### config.mk
export PLATFORM = sky130hd
export DESIGN_NAME = demux4_stream_flat
export DESIGN_NICKNAME = d
export VERILOG_FILES = /design/src/rtl/demux4_stream_if.sv /design/src/rtl/demux4_stream.sv /design/src/flat_wrapper.sv
export SDC_FILE = /design/constraint.sdc
export NUM_CORES = 1
export LEC_CHECK = 0
export ABC_AREA = 1
export BUFFER_PORTS_ARGS = -buffer_cell sky130_fd_sc_hd__buf_4
export CORE_UTILIZATION = 35
export DETAILED_ROUTE_END_ITERATION = 8
export PLACE_DENSITY_LB_ADDON = 0.25
export SLEW_MARGIN = 15
export SYNTH_ARGS = -nofsm -noshare
export SYNTH_HDL_FRONTEND = slang
export SYNTH_SLANG_ARGS = --single-unit
### constraint.sdc
create_clock -name clock -period 1.6 [get_ports clock]
set_input_delay 0.16 -clock clock [delete_from_list [all_inputs] [get_ports clock]]
set_output_delay 0.16 -clock clock [all_outputs]
set_load 0.02 [all_outputs]
### src/rtl/demux4_stream_if.sv
// Stream bundle for the 4-way demux: one select-tagged input
// stream and four independent output streams.
interface demux4_stream_if #(
  parameter int W = 8
);
  logic                io_in_valid;
  logic                io_in_ready;
  logic [1:0]          io_in_sel;
  logic [W-1:0]        io_in_bits;
  logic [3:0]          io_out_valid;
  logic [3:0]          io_out_ready;
  logic [3:0][W-1:0]   io_out_bits;

  modport master (
    output io_in_valid,
    output io_in_sel,
    output io_in_bits,
    output io_out_ready,
    input  io_in_ready,
    input  io_out_valid,
    input  io_out_bits
  );

  modport slave (
    input  io_in_valid,
    input  io_in_sel,
    input  io_in_bits,
    input  io_out_ready,
    output io_in_ready,
    output io_out_valid,
    output io_out_bits
  );
endinterface

### src/rtl/demux4_stream.sv
// Four-way stream demultiplexer; each output owns a 2-entry FIFO
// so one stalled consumer only blocks beats addressed to it.
module demux4_stream #(
  parameter int W = 8
) (
  input logic           clock,
  input logic           reset_n,
  demux4_stream_if.slave io
);

  logic [1:0]   cnt [4];
  logic [3:0]   rp;
  logic [3:0]   wp;
  logic [3:0]   push;
  logic [3:0]   pop;
  logic [3:0]   vld;
  logic         rdy;
  logic [W-1:0] mem [4][2];

  // Ready looks only at the selected FIFO's fill, never at consumers.
  always_comb begin
    rdy = (cnt[io.io_in_sel] != 2'd2);
    for (int k = 0; k < 4; k++) begin
      vld[k]  = (cnt[k] != 2'd0);
      push[k] = io.io_in_valid & rdy
              & (io.io_in_sel == 2'(k));
      pop[k]  = vld[k] & io.io_out_ready[k];
    end
  end

  always_comb begin
    for (int k = 0; k < 4; k++) begin
      io.io_out_bits[k] = mem[k][rp[k]];
    end
  end

  assign io.io_in_ready  = rdy;
  assign io.io_out_valid = vld;

  always_ff @(posedge clock or negedge reset_n) begin
    if (!reset_n) begin
      for (int k = 0; k < 4; k++) begin
        cnt[k] <= 2'd0;
      end
      rp <= '0;
      wp <= '0;
    end else begin
      for (int k = 0; k < 4; k++) begin
        if (push[k]) wp[k] <= ~wp[k];
        if (pop[k])  rp[k] <= ~rp[k];
        unique case ({push[k], pop[k]})
          2'b10:   cnt[k] <= cnt[k] + 2'd1;
          2'b01:   cnt[k] <= cnt[k] - 2'd1;
          default: cnt[k] <= cnt[k];
        endcase
      end
    end
  end

  // Payload storage is not reset; valid gates its visibility.
  always_ff @(posedge clock) begin
    for (int k = 0; k < 4; k++) begin
      if (push[k]) mem[k][wp[k]] <= io.io_in_bits;
    end
  end

endmodule

### src/flat_wrapper.sv
// flat-port wrapper written by rule: the top's interface ports become plain ports
module demux4_stream_flat 
#(
  parameter int W = 8
)
  (clock, reset_n, io_io_in_valid, io_io_in_sel, io_io_in_bits, io_io_out_ready, io_io_in_ready, io_io_out_valid, io_io_out_bits);
  demux4_stream_if #(.W(W)) io_i ();
  input logic clock;
  input logic reset_n;
  input wire logic [$bits(io_i.io_in_valid)-1:0] io_io_in_valid;
  input wire logic [$bits(io_i.io_in_sel)-1:0] io_io_in_sel;
  input wire logic [$bits(io_i.io_in_bits)-1:0] io_io_in_bits;
  input wire logic [$bits(io_i.io_out_ready)-1:0] io_io_out_ready;
  output wire logic [$bits(io_i.io_in_ready)-1:0] io_io_in_ready;
  output wire logic [$bits(io_i.io_out_valid)-1:0] io_io_out_valid;
  output wire logic [$bits(io_i.io_out_bits)-1:0] io_io_out_bits;
  assign io_i.io_in_valid = io_io_in_valid;
  assign io_i.io_in_sel = io_io_in_sel;
  assign io_i.io_in_bits = io_io_in_bits;
  assign io_i.io_out_ready = io_io_out_ready;
  assign io_io_in_ready = io_i.io_in_ready;
  assign io_io_out_valid = io_i.io_out_valid;
  assign io_io_out_bits = io_i.io_out_bits;
  demux4_stream #(.W(W)) u_core (.clock(clock), .reset_n(reset_n), .io(io_i));
endmodule
==> results of run 1 <==
==> cell usage in the layout (no fill, tap or decap), types with 6 or more instances in the layout <==
| master | netlist | layout |
|---|---|---|
| buf_6 | 1 | 8 |
| inv_2 | 2 | 6 |
| nand2_2 | 2 | 7 |
| dfrtp_1 | 16 | 16 |
| clkbuf_8 | 0 | 9 |
| edfxtp_1 | 64 | 64 |
| nand2_1 | 119 | 114 |
| inv_1 | 13 | 9 |
| buf_4 | 0 | 81 |
| xnor2_1 | 8 | 8 |
==> sequential cells by signal, summed over array words and instances (netlist names) <==
register	cells
u_core.mem	64
u_core.cnt	8
u_core.rp	4
u_core.wp	4
==> layout make-up <==
class,instances,area [µm²]
sequential,80,2320
fill,779,4300
timing repair buffer,94,788
multi-input combinational,169,981
clock buffer,9,124
tap,108,135
clock inverter,6,115
inverter,19,86.3
==> logic make-up (layout without fill, tap and decap cells) <==
| family | count (synthesis) | count (layout) |
|---|---|---|
| simple gates | 145 | 145 |
| flops | 80 | 80 |
| buf+inv | 25 | 128 |
| xor+xnor | 12 | 12 |
| compound gates | 8 | 8 |
| fa+ha+maj | 4 | 4 |
==> routing by layer <==
| metal | vias to the layer above | part of all wire | track usage | wire length (µm) |
|---|---|---|---|---|
| met5 | - | 0 | 0 | 0 |
| met2 | 52 | 0.49 | 0.238 | 3370 |
| met3 | 5 | 0.044 | 0.0530 | 305 |
| met4 | 0 | 0.0080 | 0.0367 | 55 |
| met1 | 1019 | 0.46 | 0.195 | 3140 |
| li1 | 1098 | - | - | - |
==> critical path, delay by kind of cell (launching register included) <==
kind	cells	cell delay, ns
simple gates	4	0.43
flops	1	0.43
buf+inv	2	0.25
==> report_power, final <==
| group | total [mW] | leakage (nW) | internal (mW) | switching (mW) |
|---|---|---|---|---|
| Combinational | 3.41 | 1.06 | 1.55 | 1.85 |
| Clock | 1.77 | 0.116 | 1.04 | 0.734 |
| Sequential | 2.78 | 0.769 | 2.58 | 0.203 |
| Total | 7.96 | 1.94 | 5.17 | 2.79 |
==> final timing paths <==
kind,startpoint,end,slack [ns],cells past startpoint
setup / recovery,u_core.cnt[2],io_io_in_ready,-0.003,6
hold / removal,io_io_in_bits[0],u_core.mem[1][8],0.07,1
setup reg to reg,u_core.cnt[2],u_core.cnt[1],-0.003,9
hold reg to reg,u_core.wp[0],u_core.wp[0],0.48,2
max in group asynchronous,reset_n,u_core.wp[3],1.18,2
min in group asynchronous,reset_n,u_core.rp[1],0.21,2
==> through the flow <==
stage	hold WS (ns)	utilization	area, µm²
3_3_place_gp	0.0473	0.455	4030
6_report	0.0676	0.514	4550
5_1_grt	0.0458	0.514	4550
2_1_floorplan	-0.136	-	3250
4_1_cts	0.0631	0.494	4370
3_5_place_dp	0.0501	0.455	4030
==> timing repair <==
| item | 4_1_cts | 5_1_grt |
|---|---|---|
| buffers inserted | 3 | 6 |
| hold buffers | 1 | 0 |
| endpoints found under the hold margin | 16 | 0 |
| gates resized for setup | 16 | 33 |
| setup endpoints to repair | 21 | 69 |
| cloned | 0 | 0 |
| pin swaps | 5 | 8 |
==> metrics.md, run 1 <==
| Metric | Value |
|---|---|
| Total negative slack | `-0.00320 ns` |
| Part of the cycle the worst path needs | `1.00` |
| Critical path capture point type | `output port` |
| Tot Pwr | `between 7 and 8 mW` |
| Layout cell share with drive strength beyond 1 | `0.401` |
| Sequential fraction of the synthesis area | `0.717` |
| Fin crit period | `1.60 ns` |
| Total Wirelength | `6870 µm` |
| Crit-path cells | `nand3_2 -> nand2_2 -> nor2_4 -> nand2_8 -> buf_6 -> buf_6` |
| Clock Skew | `0.00853 ns` |
| Later-pin clock latency in the skew report | `around 0.34 ns` |
| Final Slew Violations | `0` |
| Gate Count Post-Synth | `274` |
| Final setup margin | `-0.00320 ns` |
| # IOs | `54` |
| Placed wire-length estimate | `~4500 µm` |
| Top-area cell type share of the netlist area | `0.593` |
| Largest net degree at the start of global routing | `17` |
| Post-synth top flop | `edfxtp_1` |
| Mean post-synth cell area | `11.8 µm²` |
| First drt pass iteration count | `8` |
| Slew @ Worst Pin | `0.271 ns` |
| Crit path largest cell delay | `~0.43 ns` |
| Gr ovfl total | `0` |
| CTS tree | `done` |
| PD cells | `around 1700 mW/mm²` |
| Pre-CTS setup slack | `-0.0984 ns` |
| F_max | `~0.62 GHz` |
| CTS max path bufs | `2` |
| Worst Path Required | `about 1.4 ns` |
| Max H-tree Level | `3` |
| Critical path type | `flip-flop to output port` |
| Synth warn | `0` |
| Hold WC Path Type | `input port to flip-flop` |
| Max-Slew Margin vs Limit | `0.819` |
| Crit-path most repeated cell | `buf_6` |
| Vias per inst | `between 4 and 5` |
| CP Max Fanout | `7` |
| Rows | `34` |
| Number of global-route vias before repair | `2067` |
| Number of DRC markers in iteration 0 | `between 100 and 150` |
| First-pass GRT wire length | `about 11000 µm` |
| Overall Global Routing Usage | `0.149` |
| CORE AREA | `0.00885 mm²` |
| CTS buffer count | `9` |
| Critical path arrival | `around 1.4 ns` |
| Post-Synth Simple-Gate Area | `0.190` |
| Count leader, synth | `nand2_1` |
| Status | `finished, violations left` |
| CTS sink count | `80` |
| Max VDD drop | `1.01 mV` |
| Area share of fa/ha/maj cells after synthesis | `0.0154` |
| Die ar. | `roughly 0.0096 mm²` |
| Largest family of logic cells by synthesized area | `simple AND/OR/NAND/NOR gates` |
| Startpoint Class | `flip-flop` |
| Syn Nets | `between 200 and 300` |
| Synth area leaders | `edfxtp_1 (59%), nand2_1 (14%), dfrtp_1 (12%)` |
| Area Overhead vs Synth | `40.5%` |
| Post-synthesis xor/xnor area fraction | `0.0324` |
| Antenna Nets Post-Route | `0` |
| Antenna Cells | `0` |
| Compound-Gate Fraction of Synth Area | `0.0124` |
| Post-synth EDFFs | `between 60 and 70` |
| IO buf count | `53` |
| Distinct cells, synth | `22` |
| Final nets | `slightly below 400` |
| Leak | `between 1.5 and 2 nW` |
| Mux share of post-synthesis cell area | `0` |
| Failing checks | `DRC, setup timing` |
| Top cells by count, synth | `nand2_1 (119), edfxtp_1 (64), dfrtp_1 (16)` |
| Drt wl/cell | `between 10 and 15 µm` |
| GP Congestion | `~0.78` |
| Inst Count DP | `460` |
| Slowest CP cell | `dfrtp_1` |
| Ys async rst share | `0.200` |
| Mapped Area | `0.00324 mm²` |
| Post-synth top area cell | `edfxtp_1` |
| Max-cap violations | `0` |
| Routed vias | `about 2200` |
| # setup viols final | `1` |
| DRC violations left | `4` |
| Starting density of the core | `0.366` |
| Final Hold Viols | `0` |
| Clock transition at path regs | `around 0.090 ns` |
| Die X | `~100 µm` |
| Register bit total from synthesis | `80` |
| Root buffer cell | `clkbuf_8` |
| Die H | `between 90 and 100 µm` |
| Initial antenna violation count | `0` |
| Non-Filler Instances | `about 490` |
| RSZ-0062 raised after global routing | `yes` |
(Power assumes the default switching activity.)
==> run 2, diff against run 1 <==
--- a/config.mk
+++ b/config.mk
@@ -7,9 +7,12 @@
 export LEC_CHECK = 0
 export ABC_AREA = 1
 export BUFFER_PORTS_ARGS = -buffer_cell sky130_fd_sc_hd__buf_4
+export CELL_PAD_IN_SITES_DETAIL_PLACEMENT = 0
+export CELL_PAD_IN_SITES_GLOBAL_PLACEMENT = 1
 export CORE_UTILIZATION = 35
 export DETAILED_ROUTE_END_ITERATION = 8
-export PLACE_DENSITY_LB_ADDON = 0.25
+export GPL_TIMING_DRIVEN = 0
+export PLACE_DENSITY = 0.76
 export SLEW_MARGIN = 15
 export SYNTH_ARGS = -nofsm -noshare
 export SYNTH_HDL_FRONTEND = slang
==> run 2 against run 1 <==
The flow finishes with violations (setup timing). Cell area fell by 3.4%. Die area did not move. Global-route usage fell by 0.47 points. First-iteration DRC count fell by 37%. Final cell count fell by 2.5%. Critical endpoint is now u_core.cnt[5]. Largest cell class unchanged.
==> metrics.md, run 2 (synthesis gave the netlist of run 1 again) <==
| Metric | Value |
|---|---|
| Layout cell share with drive strength beyond 1 | `0.381 (-0.0197)` |
| WHS Endpoint | `u_core.mem[1][3]` |
| # setup viols final | `1 (unchanged)` |
| Critical path capture point type | `flip-flop` |
| Max VDD drop | `0.866 mV (-14%)` |
| Area Overhead vs Synth | `35.7%` |
| Part of the cycle the worst path needs | `1.00 (about the same)` |
| RSZ-0062 raised after global routing | `yes` |
| CTS max path bufs | `2 (unchanged)` |
| Worst Path Required | `1.83 ns (+0.39 ns)` |
| GP Congestion | `0.783 (-0.28%)` |
| Number of DRC markers in iteration 0 | `86 (-37%)` |
| Max H-tree Level | `3 (unchanged)` |
| Commonest non-fill, non-tap cell in the layout | `nand2_1` |
| Max-cap violations | `0 (unchanged)` |
| Placed wire-length estimate | `4230 µm (-5.9%)` |
| CTS tree | `done` |
| Gr ovfl total | `0 (unchanged)` |
| Routed vias | `2177 (+0.14%)` |
| Drt wl/cell | `14.2 µm (about the same)` |
| CORE AREA | `0.00885 mm² (unchanged)` |
| Clock transition at path regs | `0.08 ns (about the same)` |
| Max-Slew Margin vs Limit | `0.809 (-0.00972)` |
| Reg2reg setup slack | `-0.004 ns (about the same)` |
| Tot Pwr | `7.67 mW (-3.7%)` |
| Clk network pwr share | `0.208 (-0.015)` |
| Largest net degree at the start of global routing | `17 (unchanged)` |
| Start point of the critical path | `u_core.cnt[5]` |
| Max reg flops | `64 (unchanged)` |
| Commonest cells after routing, fill and taps aside | `nand2_1 (114), buf_4 (68), edfxtp_1 (64), dfrtp_1 (14)` |
| Antenna Nets Post-Route | `0 (unchanged)` |
| Clock Skew | `0.00925 ns (+0.000714 ns)` |
| Die X | `98.2 µm (unchanged)` |
| IO buf count | `51 (-3.8%)` |
| Slowest CP cell | `dfrtp_1` |
| Share of power burned in registers | `0.357 (+0.008)` |
| Slew @ Worst Pin | `0.285 ns (+0.0145 ns)` |
| Post-Route Utilization | `0.497 (-0.0174)` |
| Critical R2R Launch | `u_core.cnt[5]` |
| # IOs | `54 (unchanged)` |
| Later-pin clock latency in the skew report | `0.35 ns (about the same)` |
| Placed inst area | `0.00377 mm² (-6.5%)` |
| F_max | `0.623 GHz (about the same)` |
| Initial antenna violation count | `0 (unchanged)` |
| Hold WC Path Type | `input port to flip-flop` |
| Psw | `2.76 mW (-1.3%)` |
| Final Cell Area | `0.00440 mm² (-3.4%)` |
| Final hold slack | `0.0644 ns (-0.00320 ns)` |
| CTS sink count | `80 (unchanged)` |
| Cell depth of the worst hold path | `1 (unchanged)` |
| Root buffer cell | `clkbuf_8` |
| Final setup margin | `-0.00444 ns (-0.00124 ns)` |
| Critical path type | `flip-flop to flip-flop` |
| Die ar. | `0.00965 mm² (unchanged)` |
| First-pass GRT wire length | `10300 µm (-4.1%)` |
| Failing checks | `setup timing` |
| Number of global-route vias before repair | `2068 (+0.048%)` |
| Fin crit period | `1.60 ns (+0.00124 ns)` |
| Vias per inst | `4.60 (+2.7%)` |
| Antenna Cells | `0 (unchanged)` |
| Startpoint Class | `flip-flop` |
| Crit path largest cell delay | `0.41 ns (-0.02 ns)` |
| PD cells | `1740 mW/mm² (-0.31%)` |
| Starting density of the core | `0.366 (unchanged)` |
| Comb pwr share | `0.435 (+0.007)` |
| Final nets | `381 (-3.3%)` |
| Leak | `1.89 nW (-2.8%)` |
| Crit-path most repeated cell | `nand2_1` |
| Worst r2r dst | `u_core.cnt[5]` |
| Total negative slack | `-0.00444 ns (-0.00124 ns)` |
| Critical path arrival | `1.83 ns (+0.39 ns)` |
| Internal power | `4.91 mW (-5.0%)` |
| Crit-path cells | `nand2_1 -> nand2_1 -> nand2_1 -> nand2_2 -> nand2_4 -> nand3_4 -> ha_4 -> a21oi_4 -> o21ai_2 -> xnor2_1` |
| Final Slew Violations | `0 (unchanged)` |
| Final Hold Viols | `0 (unchanged)` |
| Die H | `98.2 µm (unchanged)` |
| Overall Global Routing Usage | `0.144 (-0.00466)` |
| Sw Ratio | `0.360 (+0.00878)` |
| First drt pass iteration count | `6 (-2)` |
| R2r worst-path depth | `10 (+1)` |
| Status | `finished, violations left` |
| DRC violations left | `0 (-4)` |
| CTS buffer count | `9 (unchanged)` |
| Hold Crit Start | `io_io_in_bits[3]` |
| Rows | `34 (unchanged)` |
| Total Wirelength | `6690 µm (-2.5%)` |
| CP Max Fanout | `6 (-1)` |
## run 2: final cells by class
type / count / area [µm²]
fillers: 779 / 4450
flip-flops and latches: 80 / 2320
multi-input cells: 169 / 993
repair buffers: 75 / 606
well taps: 108 / 135
clock buffers: 11 / 131
inverters: 19 / 88.8
clock inverters: 5 / 82.6
plain buffers: 6 / 36.3
## run 2: how the worst max path moves through the flow
| stage | depth (start not counted) | endpoint | slack, ns |
|---|---|---|---|
| 3_3_place_gp | 8 | u_core.mem[1][6] | -0.28 |
| 6_report | 10 | u_core.cnt[5] | -0.004 |
| 4_1_cts | 6 | io_io_in_ready | -0.06 |
| 3_5_place_dp | 6 | u_core.mem[2][6] | -0.31 |
| 2_1_floorplan | 6 | u_core.mem[0][0] | -0.009 |
| 5_1_grt | 10 | u_core.cnt[5] | -0.12 |
## run 2: power groups by stage
stage / clock (mW) / combinational [mW] / sequential [mW]
finish: 1.60 / 3.34 / 2.74
global route: 1.72 / 3.60 / 2.77
CTS: 1.63 / 3.02 / 2.74
detailed placement: 0 / 2.67 / 2.81
global placement: 0 / 2.63 / 2.79
floorplan: 0 / 1.71 / 2.76
## run 2: per-stage QoR
step	worst slack (ns)	std cells
6_report	-0.00444	473
5_1_grt	-0.117	473
4_1_cts	-0.0628	459
3_5_place_dp	-0.310	433
3_3_place_gp	-0.283	433
2_1_floorplan	-0.00921	274
## run 2: per-layer routing
metal | global-route usage | routed length [µm] | vias up | part of all wire
li1 | - | - | 1075 | -
met1 | 0.179 | 2950 | 1040 | 0.44
met2 | 0.233 | 3320 | 51 | 0.50
met3 | 0.0458 | 293 | 11 | 0.044
met4 | 0.0631 | 130 | 0 | 0.019
met5 | 0 | 0 | - | 0
## run 2: timing repair
| action | 4_1_cts | 5_1_grt |
|---|---|---|
| resized for setup | 34 | 22 |
| buffers inserted | 9 | 14 |
| hold buffers | 1 | 0 |
| pin swaps | 5 | 12 |
| setup endpoints to repair | 68 | 75 |
| endpoints found under the hold margin | 16 | 0 |
## run 2: critical path: cells and delay by family (launching register included)
| family | cells | cell delay (ns) |
|---|---|---|
| XOR/XNOR | 1 | 0.12 |
| flip-flops | 1 | 0.41 |
| adder cells (fa/ha/maj) | 1 | 0.27 |
| AND/OR/NAND/NOR | 6 | 0.50 |
| AO/OA/AOI/OAI | 2 | 0.19 |
==> run 3, diff against run 2 <==
--- a/config.mk
+++ b/config.mk
@@ -7,12 +7,13 @@
 export LEC_CHECK = 0
 export ABC_AREA = 1
 export BUFFER_PORTS_ARGS = -buffer_cell sky130_fd_sc_hd__buf_4
-export CELL_PAD_IN_SITES_DETAIL_PLACEMENT = 0
-export CELL_PAD_IN_SITES_GLOBAL_PLACEMENT = 1
-export CORE_UTILIZATION = 35
+export CELL_PAD_IN_SITES_DETAIL_PLACEMENT = 1
+export CELL_PAD_IN_SITES_GLOBAL_PLACEMENT = 2
+export CORE_UTILIZATION = 33
 export DETAILED_ROUTE_END_ITERATION = 8
 export GPL_TIMING_DRIVEN = 0
-export PLACE_DENSITY = 0.76
+export PLACE_DENSITY = 0.84
+export SKIP_CTS_REPAIR_TIMING = 1
 export SLEW_MARGIN = 15
 export SYNTH_ARGS = -nofsm -noshare
 export SYNTH_HDL_FRONTEND = slang
==> run 3 against run 2 <==
The run still ends with setup timing left. Sequential power barely moved. Sequential share of layout area rose by 0.090 points. Register-to-register slack got worse by 0.09 ns. Die area rose by 5.9%. Cell area fell by 0.17%. Sequential cell count did not move. Core utilization fell by 2.9 points. Critical endpoint is now u_core.mem[3][3]. Largest power group unchanged.
==> metrics.md, run 3 (synthesis gave the netlist of run 1 again) <==
| Metric | Value |
|---|---|
| Status | `finished, violations left` |
| Failing checks | `setup timing` |
| Sw Ratio | `0.370 (+0.00988)` |
| Final setup margin | `-0.0960 ns (-0.0915 ns)` |
| Vias per inst | `4.42 (-3.9%)` |
| Area Overhead vs Synth | `35.5%` |
| Critical path type | `flip-flop to flip-flop` |
| Final Hold Viols | `0 (unchanged)` |
| RSZ-0062 raised after global routing | `yes` |
| Starting density of the core | `0.346 (-0.0204)` |
| # setup viols final | `38 (+37)` |
| Psw | `2.84 mW (+3.0%)` |
| Part of the cycle the worst path needs | `1.06 (+0.0572)` |
| Max-cap violations | `0 (unchanged)` |
| Critical path capture point type | `flip-flop` |
| Layout cell share with drive strength beyond 1 | `0.383 (+0.00233)` |
| Antenna Nets Post-Route | `0 (unchanged)` |
| Post-Route Utilization | `0.468 (-0.0285)` |
| First drt pass iteration count | `4 (-2)` |
| Die ar. | `0.0102 mm² (+5.9%)` |
| Comb pwr share | `0.444 (+0.009)` |
| Number of DRC markers in iteration 0 | `66 (-23%)` |
| Initial antenna violation count | `0 (unchanged)` |
| Die H | `101 µm (+2.9%)` |
| Die X | `101 µm (+2.9%)` |
| Worst Path Required | `1.62 ns (-0.21 ns)` |
| Placed wire-length estimate | `4770 µm (+13%)` |
| Routed vias | `2198 (+0.96%)` |
| Rows | `35 (+2.9%)` |
| DRC violations left | `0 (unchanged)` |
| Antenna Cells | `0 (unchanged)` |
| PD cells | `1750 mW/mm² (+0.46%)` |
| GP Congestion | `0.690 (-12%)` |
| Largest net degree at the start of global routing | `17 (unchanged)` |
| Hold WC Path Type | `input port to flip-flop` |
| Clock Skew | `0.00744 ns (-0.00181 ns)` |
| Clk network pwr share | `0.196 (-0.012)` |
| Slew @ Worst Pin | `0.301 ns (+0.0163 ns)` |
| Internal power | `4.85 mW (-1.3%)` |
| Overall Global Routing Usage | `0.151 (+0.00608)` |
| Clock transition at path regs | `0.08 ns (about the same)` |
| CP Max Fanout | `8 (+2)` |
| F_max | `0.590 GHz (-5.4%)` |
| First-pass GRT wire length | `11300 µm (+9.5%)` |
| Max-Slew Margin vs Limit | `0.798 (-0.0109)` |
| Total negative slack | `-2.32 ns (-2.32 ns)` |
| CTS tree | `done` |
| Fill count | `1046 (+34%)` |
| Gr ovfl total | `0 (unchanged)` |
| # IOs | `54 (unchanged)` |
| Pre-CTS setup slack | `-0.298 ns (+0.0123 ns)` |
| Drt wl/cell | `15.4 µm (+8.8%)` |
| IO buf count | `51 (unchanged)` |
| Tot Pwr | `7.69 mW (+0.29%)` |
| Max reg flops | `64 (unchanged)` |
| Max VDD drop | `0.718 mV (-17%)` |
| Commonest non-fill, non-tap cell in the layout | `nand2_1` |
| CTS max path bufs | `2 (unchanged)` |
| CTS sink count | `80 (unchanged)` |
| Leak | `1.85 nW (-2.3%)` |
| Commonest cells after routing, fill and taps aside | `nand2_1 (116), buf_4 (73), edfxtp_1 (64), dfrtp_1 (14), clkbuf_8 (11)` |
| Fin crit period | `1.70 ns (+0.0915 ns)` |
| Number of global-route vias before repair | `2276 (+10%)` |
| Share of power burned in registers | `0.360 (+0.003)` |
| Final Slew Violations | `0 (unchanged)` |
| Final nets | `384 (+0.79%)` |
| CTS buffer count | `9 (unchanged)` |
| Later-pin clock latency in the skew report | `0.34 ns (about the same)` |
| Startpoint Class | `flip-flop` |
| Critical path arrival | `1.72 ns (-0.11 ns)` |
| Root buffer cell | `clkbuf_8` |
| Total Wirelength | `7650 µm (+14%)` |
| Max H-tree Level | `3 (unchanged)` |
| CORE AREA | `0.00937 mm² (+5.9%)` |
-- run 3: power groups by stage --
stage	Combinational [mW]	Clock, mW	Sequential [mW]
after floorplan	1.71	0	2.76
after global placement	2.63	0	2.79
after detailed placement	2.70	0	2.82
after CTS	2.72	1.54	2.77
after global routing	3.72	1.61	2.80
final	3.42	1.51	2.77
-- run 3: critical path, stage by stage (launching register included) --
cell     delay [ns]
dfrtp_1        0.41
nand2_1        0.09
nand2_1        0.05
nand2_1        0.06
nand2_2        0.08
nand2_4        0.16
nand3_4        0.12
buf_6          0.15
nor2_4         0.25
-- run 3: cell type report --
| cell class | instances | area (µm²) | area share |
|---|---|---|---|
| Tap cell | 129 | 161 | 0.0368 |
| Buffer | 6 | 46.3 | 0.0105 |
| Clock buffer | 11 | 151 | 0.0345 |
| Multi-Input combinational cell | 170 | 976 | 0.222 |
| Sequential cell | 80 | 2320 | 0.529 |
| Timing Repair inverter | 4 | 27.5 | 0.00627 |
| Inverter | 19 | 86.3 | 0.0197 |
| Timing Repair Buffer | 73 | 562 | 0.128 |
| Clock inverter | 5 | 55.1 | 0.0125 |
-- run 3: metrics by stage --
stage	hold WS [ns]	area (µm²)	cells
final	0.0653	4390	497
after detailed placement	0.0450	3790	454
after global routing	0.0566	4390	497
after CTS	-0.336	4000	470
after global placement	0.0389	3790	454
after floorplan	-0.136	3250	274
-- run 3: path summary, 6_finish.rpt --
kind                                          to              from  cells after the start  slack, ns
worst max-delay path            u_core.mem[3][3]     u_core.cnt[3]                      8       -0.1
worst min-delay path            u_core.mem[3][9]  io_io_in_bits[1]                      1       0.07
worst max register to register  u_core.mem[3][3]     u_core.cnt[3]                      8       -0.1
worst min register to register      u_core.wp[3]      u_core.wp[3]                      2       0.48
max in group asynchronous          u_core.cnt[2]           reset_n                      2       1.16
min in group asynchronous          u_core.cnt[1]           reset_n                      2       0.22
-- run 3: routing by layer --
metal	vias to the layer above	GRT usage	share of wire
met5	-	0	0
li1	1080	-	-
met1	1060	0.184	0.44
met3	13	0.0284	0.029
met4	0	0.0691	0.020
met2	45	0.257	0.51
